===== config.mk =====
export PLATFORM = sky130hd
export DESIGN_NAME = result_router_n
export DESIGN_NICKNAME = d
export VERILOG_FILES = /design/src/rtl/result_router_n.sv
export SDC_FILE = /design/constraint.sdc
export NUM_CORES = 1
export LEC_CHECK = 0
export ABC_CLOCK_PERIOD_IN_PS = 1660
export CAP_MARGIN = 20
export CORE_AREA = 2 2 85 87
export DETAILED_ROUTE_END_ITERATION = 12
export DIE_AREA = 0 0 87 89
export GPL_TIMING_DRIVEN = 0
export PLACE_DENSITY = 0.74
export SYNTH_ARGS = -nofsm -noshare
export SYNTH_HDL_FRONTEND = slang
export SYNTH_SLANG_ARGS = --single-unit

===== constraint.sdc =====
create_clock -name clk -period 1.66 [get_ports clk]
set_input_delay 0.498 -clock clk [delete_from_list [all_inputs] [get_ports clk]]
set_output_delay 0.498 -clock clk [all_outputs]
set_load 0.02 [all_outputs]

===== src/rtl/result_router_n.sv =====
// result_router_n: registered 1-to-NUM_CH result router.
//
// Accepts one DATA_W-bit result per cycle under a valid/ready handshake. The
// result goes to the channel named by in_sel, or to every channel when
// in_bcast is set. Each channel has its own single-entry output register with
// independent valid/ready, so one stalled consumer never disturbs another.
//
// Optional build macro: ROUTER_SEL_CHK_EN adds the sel_err output, which
// pulses for one cycle after an accepted out-of-range (non-broadcast) select.
//
// Ports:
//   clk, rst_n   clock, asynchronous active-low reset
//   in_data      result to route
//   in_sel       destination channel index
//   in_bcast     write the result to every channel
//   in_valid     input valid
//   in_ready     router accepts this cycle (independent of in_valid)
//   out_data     channel i at bits [i*DATA_W +: DATA_W]
//   out_valid    channel register i holds data
//   out_ready    consumer i takes data this cycle
//   sel_err      (ROUTER_SEL_CHK_EN only) out-of-range select was dropped
module result_router_n #(
  parameter int unsigned DATA_W = 32,
  parameter int unsigned NUM_CH = 2,
  parameter int unsigned SEL_W  = 1
) (
  input  logic                     clk,
  input  logic                     rst_n,
  input  logic [DATA_W-1:0]        in_data,
  input  logic [SEL_W-1:0]         in_sel,
  input  logic                     in_bcast,
  input  logic                     in_valid,
  output logic                     in_ready,
  output logic [NUM_CH*DATA_W-1:0] out_data,
  output logic [NUM_CH-1:0]        out_valid,
  input  logic [NUM_CH-1:0]        out_ready
`ifdef ROUTER_SEL_CHK_EN
  ,
  output logic                     sel_err
`endif
);

  logic [NUM_CH*DATA_W-1:0] data_q;
  logic [NUM_CH-1:0]        valid_q;
  logic [NUM_CH-1:0]        can_load;
  logic [NUM_CH-1:0]        target;
  logic [NUM_CH-1:0]        load;
  logic                     sel_ok;
  logic                     accept;

  always_comb begin
    can_load = ~valid_q | out_ready;
    sel_ok   = 32'(in_sel) < NUM_CH;
    target   = '0;
    for (int unsigned i = 0; i < NUM_CH; i++) begin
      target[i] = in_bcast | (32'(in_sel) == i);
    end
    // Broadcast waits until every channel can take the result, so it is
    // never partially written. Out-of-range selects are always accepted and
    // dropped (target is all zero in that case).
    if (in_bcast) begin
      in_ready = &can_load;
    end else if (sel_ok) begin
      in_ready = |(target & can_load);
    end else begin
      in_ready = 1'b1;
    end
    accept = in_valid & in_ready;
    load   = accept ? target : '0;
  end

  always_ff @(posedge clk or negedge rst_n) begin
    if (!rst_n) begin
      data_q  <= '0;
      valid_q <= '0;
    end else begin
      for (int unsigned i = 0; i < NUM_CH; i++) begin
        // Load wins over drain, giving back-to-back transfers with no bubble.
        if (load[i]) begin
          valid_q[i]                <= 1'b1;
          data_q[i*DATA_W +: DATA_W] <= in_data;
        end else if (out_ready[i]) begin
          valid_q[i] <= 1'b0;
        end
      end
    end
  end

  assign out_data  = data_q;
  assign out_valid = valid_q;

`ifdef ROUTER_SEL_CHK_EN
  logic sel_err_q;

  always_ff @(posedge clk or negedge rst_n) begin
    if (!rst_n) begin
      sel_err_q <= 1'b0;
    end else begin
      sel_err_q <= accept & ~in_bcast & ~sel_ok;
    end
  end

  assign sel_err = sel_err_q;
`endif

endmodule


* After elaboration in Yosys (flattened, before gate mapping)
Cells that the tools add are included.
** Storage, ports and cells
- Input bits :: 39
- RAM bits :: 0
- ROM bits :: 0
- Logic and storage cells :: 21
- Latch bits :: 0
- Output and inout bits :: 67
- Flip-flop bits (word level) :: 66
- Memories kept :: 0
** Cells by class
- Reduce and logical (&&, ||, !) cells :: 4
- Div/mod/pow operators :: 0
- Shifts and indexed selects :: 0
- Multiply operators :: 0
- Bitwise operators :: 7
- Equal/unequal tests :: 0
- Multiplexer cells :: 6
- Magnitude comparators :: 0
- Add/subtract/negate cells :: 0
** Operators by type and width (number)
- $mux W1 :: 5
- $reduce_bool A2 Y1 :: 2
- $and A2 B2 Y2 :: 1
- $mux W2 :: 1
- $not A2 Y2 :: 1
- $or A1 B1 Y1 :: 2
- $or A2 B2 Y2 :: 1
- $reduce_and A2 Y1 :: 1
- $reduce_or A2 Y1 :: 1
- $and A1 B1 Y1 :: 1
- $not A1 Y1 :: 1

* Longest topological paths before layout
- Depth in word-level cells :: 8
- Gate-level depth with buffers :: 4
- Depth with buffers taken out :: 3

* Least setup slack after synthesis
No wires, ideal clock.
- Path kind :: input-to-output
- Start point :: input out_ready[0]
- End point :: output in_ready
- Slack :: -0.149 ns
- Stages :: 3
- Data required time :: 1.162 ns
- Path buffers :: 0
- Arrival time :: 1.311 ns
- Path through :: and2b_1 mux2_2 o22ai_1
** On the way
- Cells in the longest elaborated chain, start to end :: 4
- Elaborated cells on any way between the ends :: 5
- Classes of those cells :: 1 x mux; 2 x bitwise; 2 x reduce/logical
** RTL lines
- start: declaration :: RTL line 36 : input logic [NUM_CH-1:0] out_ready
- $or A2 B2 Y2 * :: RTL line 52 : can_load = ~valid_q | out_ready;
- $and A2 B2 Y2 :: RTL line 64 : in_ready = |(target & can_load);
- $reduce_or A2 Y1 :: RTL line 64
- $mux W1 * :: RTL line 61 : if (in_bcast) begin
- end: declaration :: RTL line 33 : output logic in_ready,
Mark *: on every way between the ends. The rest lies on a longest branch, timed or not.

* Final worst setup path
Same ends and word-level chain as after synthesis.

==> qor.yml <==
nets: 319
io_buffers: 105
path_clk_slew_ps: 60
nFillCells: 570
first_iter_violations: 56
setup_slack_ps: -276.9
area_growth_syn_to_layout_pct: 61.77
layout_commonest_cell: "dlygate4sd2_1"
drive_gt1_share_pct: 37.54
slew_headroom_pct: 44.23
path_delay_family: "buffers and inverters"
wire_per_inst_um: 16.29
yosysSeqAreaShare_pct: 65.54
grt_pass1_wl_um: 9742
p_per_area_nw_per_um2: 1271
ff2ff_path_depth: 7
grt_max_degree: 67
vias: 1746
path_max_fanout: 2
endpoint_kind: "output port"
cts_max_path_buffers: 2
rows: 30
timing.critical_path.buf_inv: 2
grt_usage_pct: 16.96
vias_per_cell: 4.784
antenna_found_initial: 0
peakVddDrop_mv: 0.6076
tightest_slew_ps: 836.5
crit_chain: "dlygate4sd2_1 -> and2b_2 -> mux2_4 -> o22ai_4 -> buf_6"
cts_root_buf: "clkbuf_8"
postRouteAntennaNets: 0
diodes: 0
synth_top_area_cell: "dfrtp_1"
crit_path_top_delay_cell: "mux2_4"
htreeDepth: 3
p_leak_uw: 0.001847
ys_types: 17
core_um2: 6719
r2r_start: "out_valid[0]"
cts.sinks: 66
synth_top_area_share_pct: 65.54
place.gp.congestion: 0.7628
synth_area_leaders: "dfrtp_1 66%, mux2_2 27%, mux2_1 1.8%, buf_6 1.3%, buf_2 0.60%"
firstDrtPassIters: 4
die-area_um2: 7743
synth_nets: 189
initial_core_util_pct: 37.50
cap_violations: 0
dp_hpwl_um: 3875
die_w_um: 87
finalNonFillerCells: 365
numCtsBuffers: 9
ys_async_sr_fraction_pct: 100.0
synth_area_um2: 2520
timing.rr.end: "out_data[37]"
dp_cells: 335
cts_tree: "yes"
path_class: "in2out"
final_cell_mix: "69 x dlygate4sd2_1, 66 x dfrtp_1, 59 x mux2_2, 32 x clkdlybuf4s50_1, 10 x clkbuf_8"
ff2ff_setup_slack_ps: -160
first_global_vias: 1902
cpPeakStageDelay_ps: 280
drc: 0
finalSetupViolCount: 32
synth_edf_count: 0
grt_overflow: 0
num_io_pins: 106
synth_seq_cells: 66
status: "finished, violations left"
fin_worst_skew_ps: 7.219
synthCells: 150
synth_top_flop_cell: "dfrtp_1"
yosysWarnings: 0
arrival_ps: 1440
violations: "setup timing"
clock.fmax_mhz: 516.3
slew_violations: 0
place_ws_ps: -1073
clk_latency_ps: 340
fin_crit_ps: 1937
required_ps: 1160
finalCritPeriodShare_pct: 116.7
rsz0062_at_grt: "true"
start_kind: "primary input"
die_h_um: 89
hold_viol: 0
hp-class: "in2async"
avgSynthCellArea_um2: 16.80
drt_wl_total_um: 5945
-- where the power goes --
| group | switching, uW | total, uW | internal (uW) | leakage [uW] |
|---|---|---|---|---|
| logic | 811 | 1600 | 790 | 0.000964 |
| clock network | 604 | 1490 | 882 | 0.000109 |
| registers | 154 | 2090 | 1940 | 0.000773 |
-- worst max path at each step --
stage                       startpoint            to  slack [ps]  cells after the start
after CTS                 out_valid[0]      in_ready        -280                      4
after detailed placement  out_ready[0]      in_ready       -1070                      5
after global routing      out_valid[0]      in_ready        -340                      4
after global placement           rst_n  out_data[49]       -2120                      1
after floorplan           out_ready[0]  out_data[34]         -40                      4
final                     out_ready[0]      in_ready        -280                      5
-- state kept, by name (all words and copies together) (netlist names) --
register	flops
out_data	64
out_valid	2
-- Yosys cell counts, types with 2 or more instances --
| library cell | number |
|---|---|
| mux2_1 | 4 |
| dfrtp_1 | 66 |
| buf_2 | 3 |
| nand2b_1 | 2 |
| mux2_2 | 61 |
| buf_6 | 3 |
-- cells by family after synthesis --
| group | synth area share, % |
|---|---|
| compound gates | 1.291 |
| buf+inv | 1.936 |
| flops | 65.54 |
| mux | 29.05 |
| simple gates | 2.185 |
-- per-layer routing --
metal  track usage, %  wire [um]  vias to the layer above
met5                0          0                        -
met1            20.59       2553                      871
met3            5.355        381                       12
li1                 -          -                      793
met2            27.34       2884                       70
met4            8.665        126                        0
-- per-stage QoR --
| step | util (%) | TNS [ps] | power, uW | area, um^2 | hold slack, ps |
|---|---|---|---|---|---|
| final | 60.67 | -5140 | 5181 | 4076 | 244.0 |
| after detailed placement | 54.92 | -50370 | 3875 | 3690 | 477.0 |
| after global routing | 60.67 | -7259 | 5456 | 4076 | 324.0 |
| after floorplan | - | -1167 | 2952 | 2541 | 202.4 |
| after global placement | 54.95 | -189550 | 3840 | 3692 | 470.2 |
| after CTS | 60.22 | -3289 | 5225 | 4046 | 282.6 |
-- layout make-up --
class	count	area (um^2)	share of cell area, %
Sequential cell	66	1652	40.52
Timing Repair Buffer	119	1174	28.79
Multi-Input combinational cell	78	860.8	21.12
Clock buffer	11	141.4	3.468
Tap cell	80	100.1	2.455
Clock inverter	5	77.57	1.903
Buffer	6	71.32	1.750
-- timing repair --
action                                 CTS  global route
gates resized for setup                 97             3
buffers inserted                         9             2
setup endpoints to repair              131            66
hold buffers                             0             0
pin swaps                                2             2
endpoints found under the hold margin    0             0
cloned                                   3             0
No activity file was read; power rests on OpenSTA's default activity.
==> RTL edit (same settings) <==
Set the parameter `DATA_W` to 40 (it was 32).
--- a/src/rtl/result_router_n.sv
+++ b/src/rtl/result_router_n.sv
@@ -21,5 +21,5 @@
 //   sel_err      (ROUTER_SEL_CHK_EN only) out-of-range select was dropped
 module result_router_n #(
-  parameter int unsigned DATA_W = 32,
+  parameter int unsigned DATA_W = 40,
   parameter int unsigned NUM_CH = 2,
   parameter int unsigned SEL_W  = 1
Ports: changed (resized in_data and out_data); port bits go from 106 to 130. The function was not compared with the original's and may differ.
==> RTL edit against the unedited design <==
The flow still finishes with violations (negative setup slack); sequential cell count is 16 higher; power is 15% higher; via count is 18% higher; critical path type is now reg -> out; count of clock-buffer cells in the layout is 1 lower; worst setup slack better by 0.054 ns; clock skew is 0.0011 ns lower; combinational power is 17% higher; routed wire length is 16% higher; area after synthesis is 23% higher; hold slack worse by 0.12 ns; first-iteration DRC count is 27% lower; design area is 16% higher; highest routed layer unchanged; global-route usage is 1.6 points higher; critical path depth is 1 lower.
==> RTL edit: results (changes against the unedited design) <==
[metrics] # placed instances: 394 (+18%)
[metrics] net count after synthesis: 231 (+22%)
[metrics] violations in the final reports: negative setup slack
[metrics] met2 usage: 29.9% (+2.6 points)
[metrics] global placement routability congestion: 0.748 (-1.9%)
[metrics] Synth Area in Compound Gates: 0.925% (-0.37 points)
[metrics] part of the Yosys area used for sequential elements: 65.9% (+0.40 points)
[metrics] worst setup slack after layout: -0.223 ns (+0.0537 ns)
[metrics] worst setup path start: out_valid[0]
[metrics] length of routed met3 wiring: 573 um (+50%)
[metrics] power per cell area: 1260 nW/um2 (-0.53%)
[metrics] arrival time of the worst setup path: 1.39 ns (-0.05 ns)
[metrics] final-layout fill cell count: 524 (-8.1%)
[metrics] post-layout instance count excluding filler cells: 414 (+13%)
[metrics] violation count after the first detailed-routing iteration: 41 (-27%)
[metrics] leakage: 2.14 nW (+16%)
[metrics] layout cell share with drive strength beyond 1: 33.8% (-3.7 points)
[metrics] status: finished with violations
[metrics] vias after detailed routing: 2063 (+18%)
[metrics] Area growth syn-to-layout: 51.6%
[metrics] main area contributors after synthesis: dfrtp_1, mux2_2, buf_6
[metrics] Worst-path clk slew: 0.08 ns (+0.02 ns)
[metrics] met3 track demand over resource: 6.83% (+1.5 points)
[metrics] GR Layer Usage met1: 23.4% (+2.9 points)
[metrics] vias in the first global route: 2150 (+13%)
[metrics] combinational power: 1.87 mW (+17%)
[metrics] Reg-to-Reg Start: out_valid[1]
[metrics] number of flip-flops in the largest register: 80 (+25%)
[metrics] internal power summed over all cells: 4.14 mW (+14%)
[metrics] distinct cell type count of the synthesized netlist: 16 (-1)
[metrics] share of the synthesized netlist area taken by xor and xnor gates: 0% (unchanged)
[metrics] largest clock skew in the final design: 0.00611 ns (-0.00111 ns)
[metrics] number of standard cells after synthesis: 184 (+23%)
[metrics] Hold Worst Slack: 0.126 ns (-0.118 ns)
[metrics] met2 routed WL: 3280 um (+14%)
[metrics] Max-slew headroom: 66.0% (+22 points)
[metrics] DPL Wire Length: 4940 um (+27%)
[metrics] worst-case reg-to-reg path depth: 6 (-1)
[metrics] crit path capture: in_ready
[metrics] worst-case vdd ir drop: 0.713 mV (+17%)
[metrics] first-pass GRT wire length: 10800 um (+11%)
[metrics] cell area reported after detailed placement: 4530 um2 (+23%)
[metrics] final-stage net count: 377 (+18%)
[metrics] total setup violations reported at the end of the flow: 41 (+28%)
[metrics] register-to-register setup slack: -0.04 ns (+0.12 ns)
[metrics] share of cell area taken by muxes after synthesis: 29.3% (+0.27 points)
[metrics] WL met1: 2950 um (+16%)
[metrics] largest driver fanout on the critical path: 3 (+1)
==> RTL edit: changes by cell type after synthesis, sizes merged <==
cell | before | now
nor2b | 1 | 2
and2b | 1 | 0
buf | 6 | 8
dfrtp | 66 | 82
mux2 | 65 | 81
==> RTL edit: worst max-delay path, stage by stage, from the launching register on <==
cell	delay, ns
dfrtp_1	0.40
nor2b_4	0.14
mux2_4	0.27
o22ai_2	0.10
buf_6	0.14
==> RTL edit: timing repair <==
item / in CTS / in global routing
gates resized for setup: 102 / 5
setup endpoints to repair: 163 / 81
cloned: 1 / 0
hold buffers: 0 / 0
buffers inserted: 4 / 0
pin swaps: 2 / 0
==> RTL edit: final cells by class <==
type / instances / area share [%]
sequential: 82 / 43.5
timing repair buffer: 135 / 26.4
multi-input combinational: 94 / 21.8
clock buffer: 10 / 2.71
tap: 80 / 2.12
buffer: 8 / 1.83
clock inverter: 5 / 1.70
